==> src/rtl/cache_arbiter_if.sv <==
// Bus bundle between the I-cache, the D-cache, the shared memory port and cache_arbiter.
// The slave modport is the arbiter's view. The master modport is the caches and memory side.
interface cache_arbiter_if #(
  parameter int unsigned LINE_W = 256,
  parameter int unsigned ADDR_W = 32
);
  logic              i_read;
  logic [ADDR_W-1:0] i_addr;
  logic [LINE_W-1:0] i_rdata;
  logic              i_resp;
  logic              d_read;
  logic              d_write;
  logic [ADDR_W-1:0] d_addr;
  logic [LINE_W-1:0] d_wdata;
  logic [LINE_W-1:0] d_rdata;
  logic              d_resp;
  logic              mem_read;
  logic              mem_write;
  logic [ADDR_W-1:0] mem_addr;
  logic [LINE_W-1:0] mem_wdata;
  logic [LINE_W-1:0] mem_rdata;
  logic              mem_resp;
  logic              last_grant;  // 0 = I-cache, 1 = D-cache; status only

  modport slave (
    input  i_read, i_addr, d_read, d_write, d_addr, d_wdata, mem_rdata, mem_resp,
    output i_rdata, i_resp, d_rdata, d_resp, mem_read, mem_write, mem_addr, mem_wdata,
    output last_grant
  );

  modport master (
    output i_read, i_addr, d_read, d_write, d_addr, d_wdata, mem_rdata, mem_resp,
    input  i_rdata, i_resp, d_rdata, d_resp, mem_read, mem_write, mem_addr, mem_wdata,
    input  last_grant
  );
endinterface

==> src/rtl/cache_arbiter.sv <==
// Arbitrates the single cacheline memory port between the I-cache fill path and the D-cache fill/writeback path.
// Tie-breaking: with ARB_ROUND_ROBIN_EN defined, a tie goes to the side that was not granted last. Otherwise D always wins a tie.
module cache_arbiter #(
  parameter int unsigned LINE_W = 256,
  parameter int unsigned ADDR_W = 32
) (
  input  logic           clk,
  input  logic           rst,
  cache_arbiter_if.slave bus
);

  typedef enum logic [1:0] {
    IDLE    = 2'd0,
    SERVE_I = 2'd1,
    SERVE_D = 2'd2
  } state_t;

  state_t            r_state;
  state_t            w_next;
  logic [ADDR_W-1:0] r_addr;
  logic [LINE_W-1:0] r_wdata;
  logic              r_op_wr;
  logic              r_last_d;

  logic w_d_req;
  logic w_pick_d;
  logic w_grant_i;
  logic w_grant_d;
  logic w_mem_read;
  logic w_mem_write;
  logic w_i_resp;
  logic w_d_resp;

  assign w_d_req = bus.d_read | bus.d_write;

`ifdef ARB_ROUND_ROBIN_EN
  assign w_pick_d = ~r_last_d;
`else
  assign w_pick_d = 1'b1;
`endif

  // Next-state, grant decode and Moore memory commands; resp pulses follow mem_resp in the same cycle.
  always_comb begin
    w_next      = r_state;
    w_grant_i   = 1'b0;
    w_grant_d   = 1'b0;
    w_mem_read  = 1'b0;
    w_mem_write = 1'b0;
    w_i_resp    = 1'b0;
    w_d_resp    = 1'b0;
    case (r_state)
      IDLE: begin
        if (bus.i_read && w_d_req) begin
          w_grant_d = w_pick_d;
          w_grant_i = ~w_pick_d;
        end else begin
          w_grant_i = bus.i_read;
          w_grant_d = w_d_req;
        end
        if (w_grant_d) begin
          w_next = SERVE_D;
        end else if (w_grant_i) begin
          w_next = SERVE_I;
        end
      end
      SERVE_I: begin
        w_mem_read = 1'b1;
        if (bus.mem_resp) begin
          w_i_resp = 1'b1;
          w_next   = IDLE;
        end
      end
      SERVE_D: begin
        w_mem_read  = ~r_op_wr;
        w_mem_write = r_op_wr;
        if (bus.mem_resp) begin
          w_d_resp = 1'b1;
          w_next   = IDLE;
        end
      end
      default: w_next = IDLE;
    endcase
  end

  // The owner's address, data and op are captured only on the grant edge, so later requester changes are ignored.
  always_ff @(posedge clk or negedge rst) begin
    if (!rst) begin
      r_state  <= IDLE;
      r_addr   <= '0;
      r_wdata  <= '0;
      r_op_wr  <= 1'b0;
      r_last_d <= 1'b0;
    end else begin
      r_state <= w_next;
      if (w_grant_i) begin
        r_addr   <= bus.i_addr;
        r_last_d <= 1'b0;
      end else if (w_grant_d) begin
        r_addr   <= bus.d_addr;
        r_wdata  <= bus.d_wdata;
        r_op_wr  <= bus.d_write;
        r_last_d <= 1'b1;
      end
    end
  end

  assign bus.mem_read   = w_mem_read;
  assign bus.mem_write  = w_mem_write;
  assign bus.mem_addr   = r_addr;
  assign bus.mem_wdata  = r_wdata;
  assign bus.i_resp     = w_i_resp;
  assign bus.d_resp     = w_d_resp;
  assign bus.i_rdata    = bus.mem_rdata;
  assign bus.d_rdata    = bus.mem_rdata;
  assign bus.last_grant = r_last_d;

endmodule
==> src/flat_wrapper.sv <==
// flat-port wrapper written by rule: the top's interface ports become plain ports
module cache_arbiter_flat 
#(
  parameter int unsigned LINE_W = 256,
  parameter int unsigned ADDR_W = 32
)
  (clk, rst, bus_i_read, bus_i_addr, bus_d_read, bus_d_write, bus_d_addr, bus_d_wdata, bus_mem_rdata, bus_mem_resp, bus_i_rdata, bus_i_resp, bus_d_rdata, bus_d_resp, bus_mem_read, bus_mem_write, bus_mem_addr, bus_mem_wdata, bus_last_grant);
  cache_arbiter_if #(.LINE_W(LINE_W), .ADDR_W(ADDR_W)) bus_i ();
  input  logic clk;
  input  logic rst;
  input wire logic [$bits(bus_i.i_read)-1:0] bus_i_read;
  input wire logic [$bits(bus_i.i_addr)-1:0] bus_i_addr;
  input wire logic [$bits(bus_i.d_read)-1:0] bus_d_read;
  input wire logic [$bits(bus_i.d_write)-1:0] bus_d_write;
  input wire logic [$bits(bus_i.d_addr)-1:0] bus_d_addr;
  input wire logic [$bits(bus_i.d_wdata)-1:0] bus_d_wdata;
  input wire logic [$bits(bus_i.mem_rdata)-1:0] bus_mem_rdata;
  input wire logic [$bits(bus_i.mem_resp)-1:0] bus_mem_resp;
  output wire logic [$bits(bus_i.i_rdata)-1:0] bus_i_rdata;
  output wire logic [$bits(bus_i.i_resp)-1:0] bus_i_resp;
  output wire logic [$bits(bus_i.d_rdata)-1:0] bus_d_rdata;
  output wire logic [$bits(bus_i.d_resp)-1:0] bus_d_resp;
  output wire logic [$bits(bus_i.mem_read)-1:0] bus_mem_read;
  output wire logic [$bits(bus_i.mem_write)-1:0] bus_mem_write;
  output wire logic [$bits(bus_i.mem_addr)-1:0] bus_mem_addr;
  output wire logic [$bits(bus_i.mem_wdata)-1:0] bus_mem_wdata;
  output wire logic [$bits(bus_i.last_grant)-1:0] bus_last_grant;
  assign bus_i.i_read = bus_i_read;
  assign bus_i.i_addr = bus_i_addr;
  assign bus_i.d_read = bus_d_read;
  assign bus_i.d_write = bus_d_write;
  assign bus_i.d_addr = bus_d_addr;
  assign bus_i.d_wdata = bus_d_wdata;
  assign bus_i.mem_rdata = bus_mem_rdata;
  assign bus_i.mem_resp = bus_mem_resp;
  assign bus_i_rdata = bus_i.i_rdata;
  assign bus_i_resp = bus_i.i_resp;
  assign bus_d_rdata = bus_i.d_rdata;
  assign bus_d_resp = bus_i.d_resp;
  assign bus_mem_read = bus_i.mem_read;
  assign bus_mem_write = bus_i.mem_write;
  assign bus_mem_addr = bus_i.mem_addr;
  assign bus_mem_wdata = bus_i.mem_wdata;
  assign bus_last_grant = bus_i.last_grant;
  cache_arbiter #(.LINE_W(LINE_W), .ADDR_W(ADDR_W)) u_core (.clk(clk), .rst(rst), .bus(bus_i));
endmodule
==> config.mk <==
export PLATFORM = sky130hd
export DESIGN_NAME = cache_arbiter_flat
export DESIGN_NICKNAME = d
export VERILOG_FILES = /design/src/rtl/cache_arbiter_if.sv /design/src/rtl/cache_arbiter.sv /design/src/flat_wrapper.sv
export SDC_FILE = /design/constraint.sdc
export NUM_CORES = 1
export LEC_CHECK = 0
export ABC_AREA = 1
export CAP_MARGIN = 0
export CORE_AREA = 4 4 535 537
export DETAILED_ROUTE_END_ITERATION = 8
export DIE_AREA = 0 0 539 541
export GPL_ROUTABILITY_DRIVEN = 0
export HOLD_SLACK_MARGIN = 0.08
export PLACE_DENSITY = 0.3
export SLEW_MARGIN = 10
export SYNTH_ARGS = -nofsm -noshare
export SYNTH_HDL_FRONTEND = slang
export SYNTH_SLANG_ARGS = --single-unit
==> constraint.sdc <==
create_clock -name clk -period 2.6 [get_ports clk]
set_input_delay 0.26 -clock clk [delete_from_list [all_inputs] [get_ports clk]]
set_output_delay 0.26 -clock clk [all_outputs]
set_load 0.01 [all_outputs]
==> key figures <==
Run status
  – Outcome: finished, final reports clean

Synth
  – Ys Warns: 0
  – Post-Synthesis Cells: 1811
  – Synthesized net count: 2396
  – Yosys top cell by area: dfrtp_1
  – Sequential fraction of the synthesis area: 47.89%
  – Yosys reg bits: 292
  – Area contributors post-synth: dfrtp_1, buf_4, nand2_1
  – Synth top area share: 47.89%
  – Synthesized area: 0.01526 mm²
  – Post-synth cell types: 17
  – Synthesized area per cell: 8.425 µm²

Clocking
  – CTS root buf: clkbuf_16
  – CTS tree: yes
  – H-tree depth: 2
  – Clock Latency Late Sink: 0.66 ns
  – Clk pin slew, worst setup/hold paths: 0.06 ns
  – Deepest clock path buffer count: 3
  – CTS Buf Count: 45
  – Clk sinks: 292

Final layout
  – Share of layout cells above drive strength 1: 5.644%
  – Commonest cells after routing, fill and taps aside: nand2_1, clkdlybuf4s50_1, dfrtp_1, dlygate4sd3_1, nand3_1
  – Most common cell after layout, fill and taps aside: nand2_1
  – Fin cells: 5818
  – Area grow syn2layout: 64.04%
  – Layout net count: 2623

Routing
  – DR WL/cell: 24.05 µm
  – First-pass iteration count of the detailed router: 4
  – Residual DRC: 0
  – Drt total wl: 139900 µm
  – Vias per inst: 2.185
  – DRT antenna net count: 0
  – DRT iter0 DRCs: 574
  – Detailed-route via count: 12710

Floorplanning
  – Row count: 195
  – Initial Util: 5.419%
  – Core area: 0.2816 mm²
  – Die height: 541 µm
  – I/O Pins: 1387
  – Area of the die: 0.2916 mm²
  – Die width: 539 µm

Run
  – Max Cap Violations: 0

Placed design
  – Pre-CTS setup slack: 0.3756 ns
  – Placed wire-length estimate: 120400 µm
  – Cells after DPL: 5620
  – PortBufs: 618

Timing
  – Worst-Margin Slew: 0.5848 ns
  – Setup-failing EPs final: 0
  – Max-slew violation count: 0
  – Clock Skew: 0.02481 ns
  – Final worst slack: 0.2048 ns
  – Fmax: 0.4175 GHz
  – Fin Setup TNS: 0 ns
  – Final hold violation count: 0
  – RSZ-0062 raised after global routing: false
  – Post-route clock period utilization: 92.12%
  – WHS: 0.1183 ns
  – Worst relative slew slack: 61.02%
  – Period minus WS final: 2.395 ns

Setup path
  – Critical path fanouts, max: 3
  – Critical path arrival: 2.14 ns
  – Setup crit start kind: flip-flop
  – Flop2flop setup slack: 0.57 ns
  – Crit Path Category: reg -> out
  – Critical Path RT: 2.34 ns
  – Crit path capture type: output pin

Pwr
  – PwrDens: 1148 mW/mm²
  – Net Sw Frac: 42.79%
  – Leak Pwr: 10.05 nW
  – Logic pwr share: 47.7%
  – Psw: 12.30 mW
  – Int Power: 16.44 mW
  – Clk pwr share: 23.1%
  – Worst vdd ir: 440.8 µV
  – Flop pwr share: 29.3%

GRT
  – First-pass GRT wire length: 173300 µm
  – Vias in the first global route: 14000
  – Total grt overflow: 0
  – GR Util All Layers: 9.271%
  – Initial antenna violation count: 29
  – Largest net degree at the start of global routing: 98

Min path
  – HP Class: in -> async
==> power groups by stage <==
stage | Sequential [mW] | Combinational (mW) | Clock (mW)
6_report | 8.41 | 13.7 | 6.62
5_1_grt | 8.71 | 15.3 | 7.16
3_3_place_gp | 8.44 | 14.3 | 0
3_5_place_dp | 8.42 | 14.1 | 0
4_1_cts | 8.47 | 14.4 | 7.03
2_1_floorplan | 9.02 | 4.27 | 0
==> area by class of cell <==
class | instances | area (µm²)
antenna | 2 | 5.005
tap | 3743 | 4683
clock inverter | 16 | 247.7
timing repair buffer | 770 | 7764
inverter | 9 | 41.29
clock buffer | 66 | 1305
multi-input combinational | 920 | 3677
sequential | 292 | 7307
fill | 32830 | 256500
==> Yosys cell counts <==
master	instances
nand2_1	812
buf_4	529
dfrtp_1	292
nand3_1	66
buf_2	48
nand4_1	33
clkbuf_1	12
inv_1	8
ha_1	3
a21oi_1	1
buf_1	1
inv_2	1
nor2_1	1
nor2_2	1
o21ai_0	1
o21ai_2	1
or2_2	1
==> layer usage <==
layer	share of wire, %	vias to the layer above	track usage, %
met5	0.13	-	0.3945
met4	4.2	6	3.649
met3	23	302	9.923
met2	41	1139	13.42
met1	31	5772	8.377
li1	-	5492	-
==> logic make-up after synthesis <==
logic type	Yosys count	share of synthesized area, %
adder cells (fa/ha/maj)	3	0.2460
buffers and inverters	599	28.14
AO/OA/AOI/OAI	3	0.1229
AND/OR/NAND/NOR	914	23.60
flip-flops	292	47.89
==> flip-flops by register name, summed over array words and instances, names as in the netlist <==
register	count
u_core.bus.mem_wdata	256
u_core.r_op_wr	1
u_core.r_state	2
u_core.bus.mem_addr	32
u_core.bus.last_grant	1
==> per-stage QoR <==
step | utilization (%) | area [µm²] | power [mW]
floorplan | - | 15260 | 13.29
global placement | 7.931 | 22330 | 22.72
detailed placement | 7.931 | 22330 | 22.55
CTS | 8.887 | 25020 | 29.88
global route | 8.889 | 25030 | 31.20
finish | 8.890 | 25030 | 28.73
==> what timing repair did <==
action,CTS,global route
hold endpoints to repair,412,0
endpoints found under the setup margin,1,1
gates resized for setup,1,1
hold buffers,114,0
buffers inserted,0,0
==> path summary, 6_finish.rpt <==
| kind | from | to | cells past startpoint |
|---|---|---|---|
| max | u_core.r_state[0] | bus_d_resp | 5 |
| min | rst | u_core.bus.mem_addr[8] | 2 |
| max reg2reg | u_core.r_state[0] | u_core.bus.mem_wdata[85] | 7 |
| min reg2reg | u_core.bus.last_grant | u_core.bus.last_grant | 2 |
| max in group asynchronous | rst | u_core.bus.mem_wdata[95] | 3 |
| min in group clk | bus_d_wdata[41] | u_core.bus.mem_wdata[41] | 3 |
==> critical path, stage by stage, from the launching register on <==
cell and delay [ns]:
dfrtp_1 0.41, inv_1 0.09, ha_1 0.20, nand2_1 0.13, inv_1 0.09, clkdlybuf4s50_1 0.57
Power figures use the tool's default switching activity.
==> RTL edit 1 (config.mk and constraints unchanged) <==
The option `ARB_ROUND_ROBIN_EN` is turned on by a define.
--- a/src/rtl/cache_arbiter.sv
+++ b/src/rtl/cache_arbiter.sv
@@ -1,5 +1,7 @@
 // Arbitrates the single cacheline memory port between the I-cache fill path and the D-cache fill/writeback path.
 // Tie-breaking: with ARB_ROUND_ROBIN_EN defined, a tie goes to the side that was not granted last. Otherwise D always wins a tie.
+`define ARB_ROUND_ROBIN_EN
+
 module cache_arbiter #(
   parameter int unsigned LINE_W = 256,
   parameter int unsigned ADDR_W = 32
Behaviour: not the same (a bounded check fails within 4 cycles, from zero or initial values and one cycle with rst low).
==> RTL edit 1 against the original RTL <==
Sequential cell count did not move. Total power rose by 2.9%. Maximum frequency fell by 1.5%. Area after synthesis rose by 0.96%. Setup slack got worse by 0.037 ns. Design area fell by 0.86%. Hold slack improved by 0.044 ns. Combinational power rose by 7%. Critical path depth did not move. Routed wire length rose by 5.0%. Clock skew fell by 0.0088 ns. Utilization fell by 0.076 points. Largest power group unchanged.
==> RTL edit 1: results (changes against the original RTL) <==
status: finished clean (unchanged)
pin count of the biggest net entering global routing: 69 (was 98)
seq_cells: 292 (unchanged)
Fin Hold WS: 0.163 ns (was 0.118 ns)
area fraction in compound gates after synthesis: 0.122% (was 0.123%)
cell total after placement: 5,623 (was 5,620)
vias in the first global route: 13,900 (was 14,000)
layout inverter count without the clock tree: 8 (was 9)
Post-synth top cells: nand2_1 (812), buf_4 (522), dfrtp_1 (292) (was nand2_1 (812), buf_4 (529), dfrtp_1 (292))
Synth Area in Adders: 0.244% (was 0.246%)
Worst R2R Path Depth: 7 (unchanged)
worst reg2reg endpoint: u_core.bus.mem_addr[29] (was u_core.bus.mem_wdata[85])
DR pass1 iterations: 7 (was 4)
DR WL met3: 34,100 µm (was 32,500 µm)
CLK BUF: 65 (was 66)
initial antenna violation count: 75 (was 29)
Power Combinational: 14.7 mW (was 13.7 mW)
DRT iter0 DRCs: 590 (was 574)
global-route wire length before repair: 179,000 µm (was 173,000 µm)
GR Util met1: 8.21% (was 8.38%)
Post-Syn Nets: 2,397 (was 2,396)
Seq/total area: 29.4% (was 29.2%)
NonClk Buf Share: 30.5% (was 31.0%)
DP Area: 0.0224 mm² (was 0.0223 mm²)
Layout Nets: 2,602 (was 2,623)
non-clock buffer count in the final layout: 747 (was 770)
worst hold path type: input pin to flop (was input pin to async pin)
antenna fix cells: 10 (was 2)
clock skew: 0.0160 ns (was 0.0248 ns)
Yosys cell types: 18 (was 17)
worst path arrival time: 2.17 ns (was 2.14 ns)
met2 wire len: 62,600 µm (was 57,900 µm)
final wirelength: 147,000 µm (was 140,000 µm)
met3 Usage GRT: 10.4% (was 9.92%)
pre-CTS setup slack: 0.363 ns (was 0.376 ns)
peak supply drop: 0.000419 V (was 0.000441 V)
P_leak: 9.93 nW (was 10.0 nW)
fmax: 0.411 GHz (was 0.417 GHz)
Rel. slew slack: 48.2% (was 61.0%)
Area Growth Syn to Fin: 61.1% (was 64.0%)
Worst Hold End: u_core.bus.mem_wdata[160]
M1 WL: 43,300 µm (was 43,500 µm)
P_seq: 8.39 mW (was 8.41 mW)
sequential fraction of the synthesis area: 47.4% (was 47.9%)
Synth Instances: 1,812 (was 1,811)
multi-input gates: 922 (was 920)
Power Dens Cells: 1190 mW/mm² (was 1150 mW/mm²)
Synth area leaders: dfrtp_1 (47%), buf_4 (25%), nand2_1 (20%) (was dfrtp_1 (48%), buf_4 (26%), nand2_1 (20%))
Worst R2R Setup Slack: 0.59 ns (was 0.57 ns)
## RTL edit 1: worst max-delay path, cell delays in order (launching register included)
cell and delay [ns]:
dfrtp_1 0.39, inv_1 0.09, ha_1 0.18, nand2_1 0.07, inv_1 0.06, clkdlybuf4s50_1 0.72
## RTL edit 1: timing repair
action | 4_1_cts | 5_1_grt
endpoints found under the hold margin | 144 | 0
resized for setup | 2 | 0
hold buffers | 89 | 0
setup endpoints to repair | 1 | 0
## RTL edit 1: how the worst max path moves through the flow
| stage | startpoint | endpoint |
|---|---|---|
| after floorplan | u_core.r_state[0] | u_core.bus.mem_wdata[205] |
| after global placement | bus_d_write | u_core.bus.mem_wdata[239] |
| after detailed placement | bus_d_write | u_core.bus.mem_wdata[23] |
| after CTS | u_core.r_state[0] | bus_mem_write |
| after global routing | u_core.r_state[0] | bus_mem_write |
| final | u_core.r_state[1] | bus_i_resp |
==> RTL edit 2 (config.mk and constraints unchanged) <==
Without the edit above. Reset style: synchronous (`rst`), changed in one clocked block.
--- a/src/rtl/cache_arbiter.sv
+++ b/src/rtl/cache_arbiter.sv
@@ -83,7 +83,7 @@
   end
 
   // The owner's address, data and op are captured only on the grant edge, so later requester changes are ignored.
-  always_ff @(posedge clk or negedge rst) begin
+  always_ff @(posedge clk) begin
     if (!rst) begin
       r_state  <= IDLE;
       r_addr   <= '0;
Behaviour: not the same (a bounded check fails within 4 cycles, from zero or initial values and one cycle with rst low; the reset may be asserted at any time).
==> RTL edit 2 against the original RTL <==
Area after synthesis down 4.7%. Sequential cell count stayed put. Routed wire length up 14%. Design area fell by 7.1%. Global-route usage grew 1.2 points. Setup slack better by 0.030 ns.
Power is not compared: it rests on default switching activity, and its combinational part moved more than twofold at a synthesized area within 25%.
==> RTL edit 2: results (changes against the original RTL) <==
status: finished clean (unchanged)
Pwr Total: 16.5 mW
pin count of the biggest net entering global routing: 106 (was 98)
ys flop type: dfxtp_1 (was dfrtp_1)
area fraction in compound gates after synthesis: 9.06% (was 0.123%)
Post-Syn Nets: 2,523 (was 2,396)
CP Max Fanout: 2 (was 3)
crit-path max cell delay: 1.04 ns (was 0.57 ns)
TritonCTS buffer count: 46 (was 45)
Synth area leaders: dfxtp_1 (40%), buf_4 (27%), nor2_1 (16%) (was dfrtp_1 (48%), buf_4 (26%), nand2_1 (20%))
met3 Usage GRT: 12.6% (was 9.92%)
FILL cells: 33,000 (was 32,800)
post-synthesis mux area share: 0% (unchanged)
sequential fraction of the synthesis area: 40.2% (was 47.9%)
worst hold path type: input pin to flop (was input pin to async pin)
Worst R2R Setup Slack: 0.52 ns (was 0.57 ns)
via count: 13,100 (was 12,700)
Yosys cell types: 21 (was 17)
clock skew: 0.0653 ns (was 0.0248 ns)
worst path arrival time: 2.11 ns (was 2.14 ns)
fmax: 0.423 GHz (was 0.417 GHz)
routing usage on met2: 16.7% (was 13.4%)
number of post-CTS setup repair buffers: 0 (unchanged)
cell total after placement: 5,731 (was 5,620)
pre-CTS setup slack: 0.324 ns (was 0.376 ns)
all-layer global routing usage: 10.5% (was 9.27%)
worst r2r src: u_core.r_state[0] (unchanged)
Layout Nets: 2,628 (was 2,623)
Post-synth ARST share: 0% (was 100%)
Vias/cell: 2.26 (was 2.18)
M1 WL: 43,100 µm (was 43,500 µm)
Wirelength per Cell: 27.4 µm (was 24.0 µm)
worst reg2reg endpoint: u_core.bus.mem_wdata[176] (was u_core.bus.mem_wdata[85])
vias in the first global route: 13,500 (was 14,000)
Post-synth top cells: nor2_1 (610), buf_4 (516), dfxtp_1 (292) (was nand2_1 (812), buf_4 (529), dfrtp_1 (292))
Worst R2R Path Depth: 9 (was 7)
DR WL met3: 41,300 µm (was 32,500 µm)
Synth Instances: 1,938 (was 1,811)
met2 wire len: 71,600 µm (was 57,900 µm)
DR pass1 iterations: 7 (was 4)
Synth Area in Adders: 0.258% (was 0.246%)
layout cell share with drive strength beyond 1: 6.40% (was 5.64%)
post-DP HPWL: 140,000 µm (was 120,000 µm)
DRT iter0 DRCs: 724 (was 574)
worst slew pin tran: 0.867 ns (was 0.585 ns)
global-route wire length before repair: 192,000 µm (was 173,000 µm)
GR Util met1: 8.05% (was 8.38%)
critical path endpoint: bus_mem_wdata[213] (was bus_d_resp)
RTL edit 2: changes by cell type after synthesis, sizes merged, moves of 33 or more:
cell and change:
nand3 -64, clkbuf +46, dfrtp -292, dfxtp +292, nand2 -739, inv +33, o21ai +255, nor2 +610
RTL edit 2: timing repair:
item,in CTS,in global routing
endpoints found under the hold margin,28,0
gates resized for setup,2,0
hold buffers,7,0
endpoints found under the setup margin,2,0
RTL edit 2: cell type report:
cell class	instances	share of cell area, %
antenna	4	0.0431
clock buffer	61	5.59
clock inverter	23	1.35
inverter	43	0.727
multi-input combinational	986	17.9
sequential	292	25.1
tap	3743	20.1
timing repair buffer	674	29.1
RTL edit 2: per-stage QoR:
stage / area [µm²] / hold WS (ns) / util (%)
floorplan: 14500 / 0.386 / -
global placement: 21600 / 0.473 / 7.66
detailed placement: 21600 / 0.475 / 7.66
CTS: 23200 / 0.0845 / 8.25
global route: 23200 / 0.151 / 8.25
finish: 23200 / 0.210 / 8.26
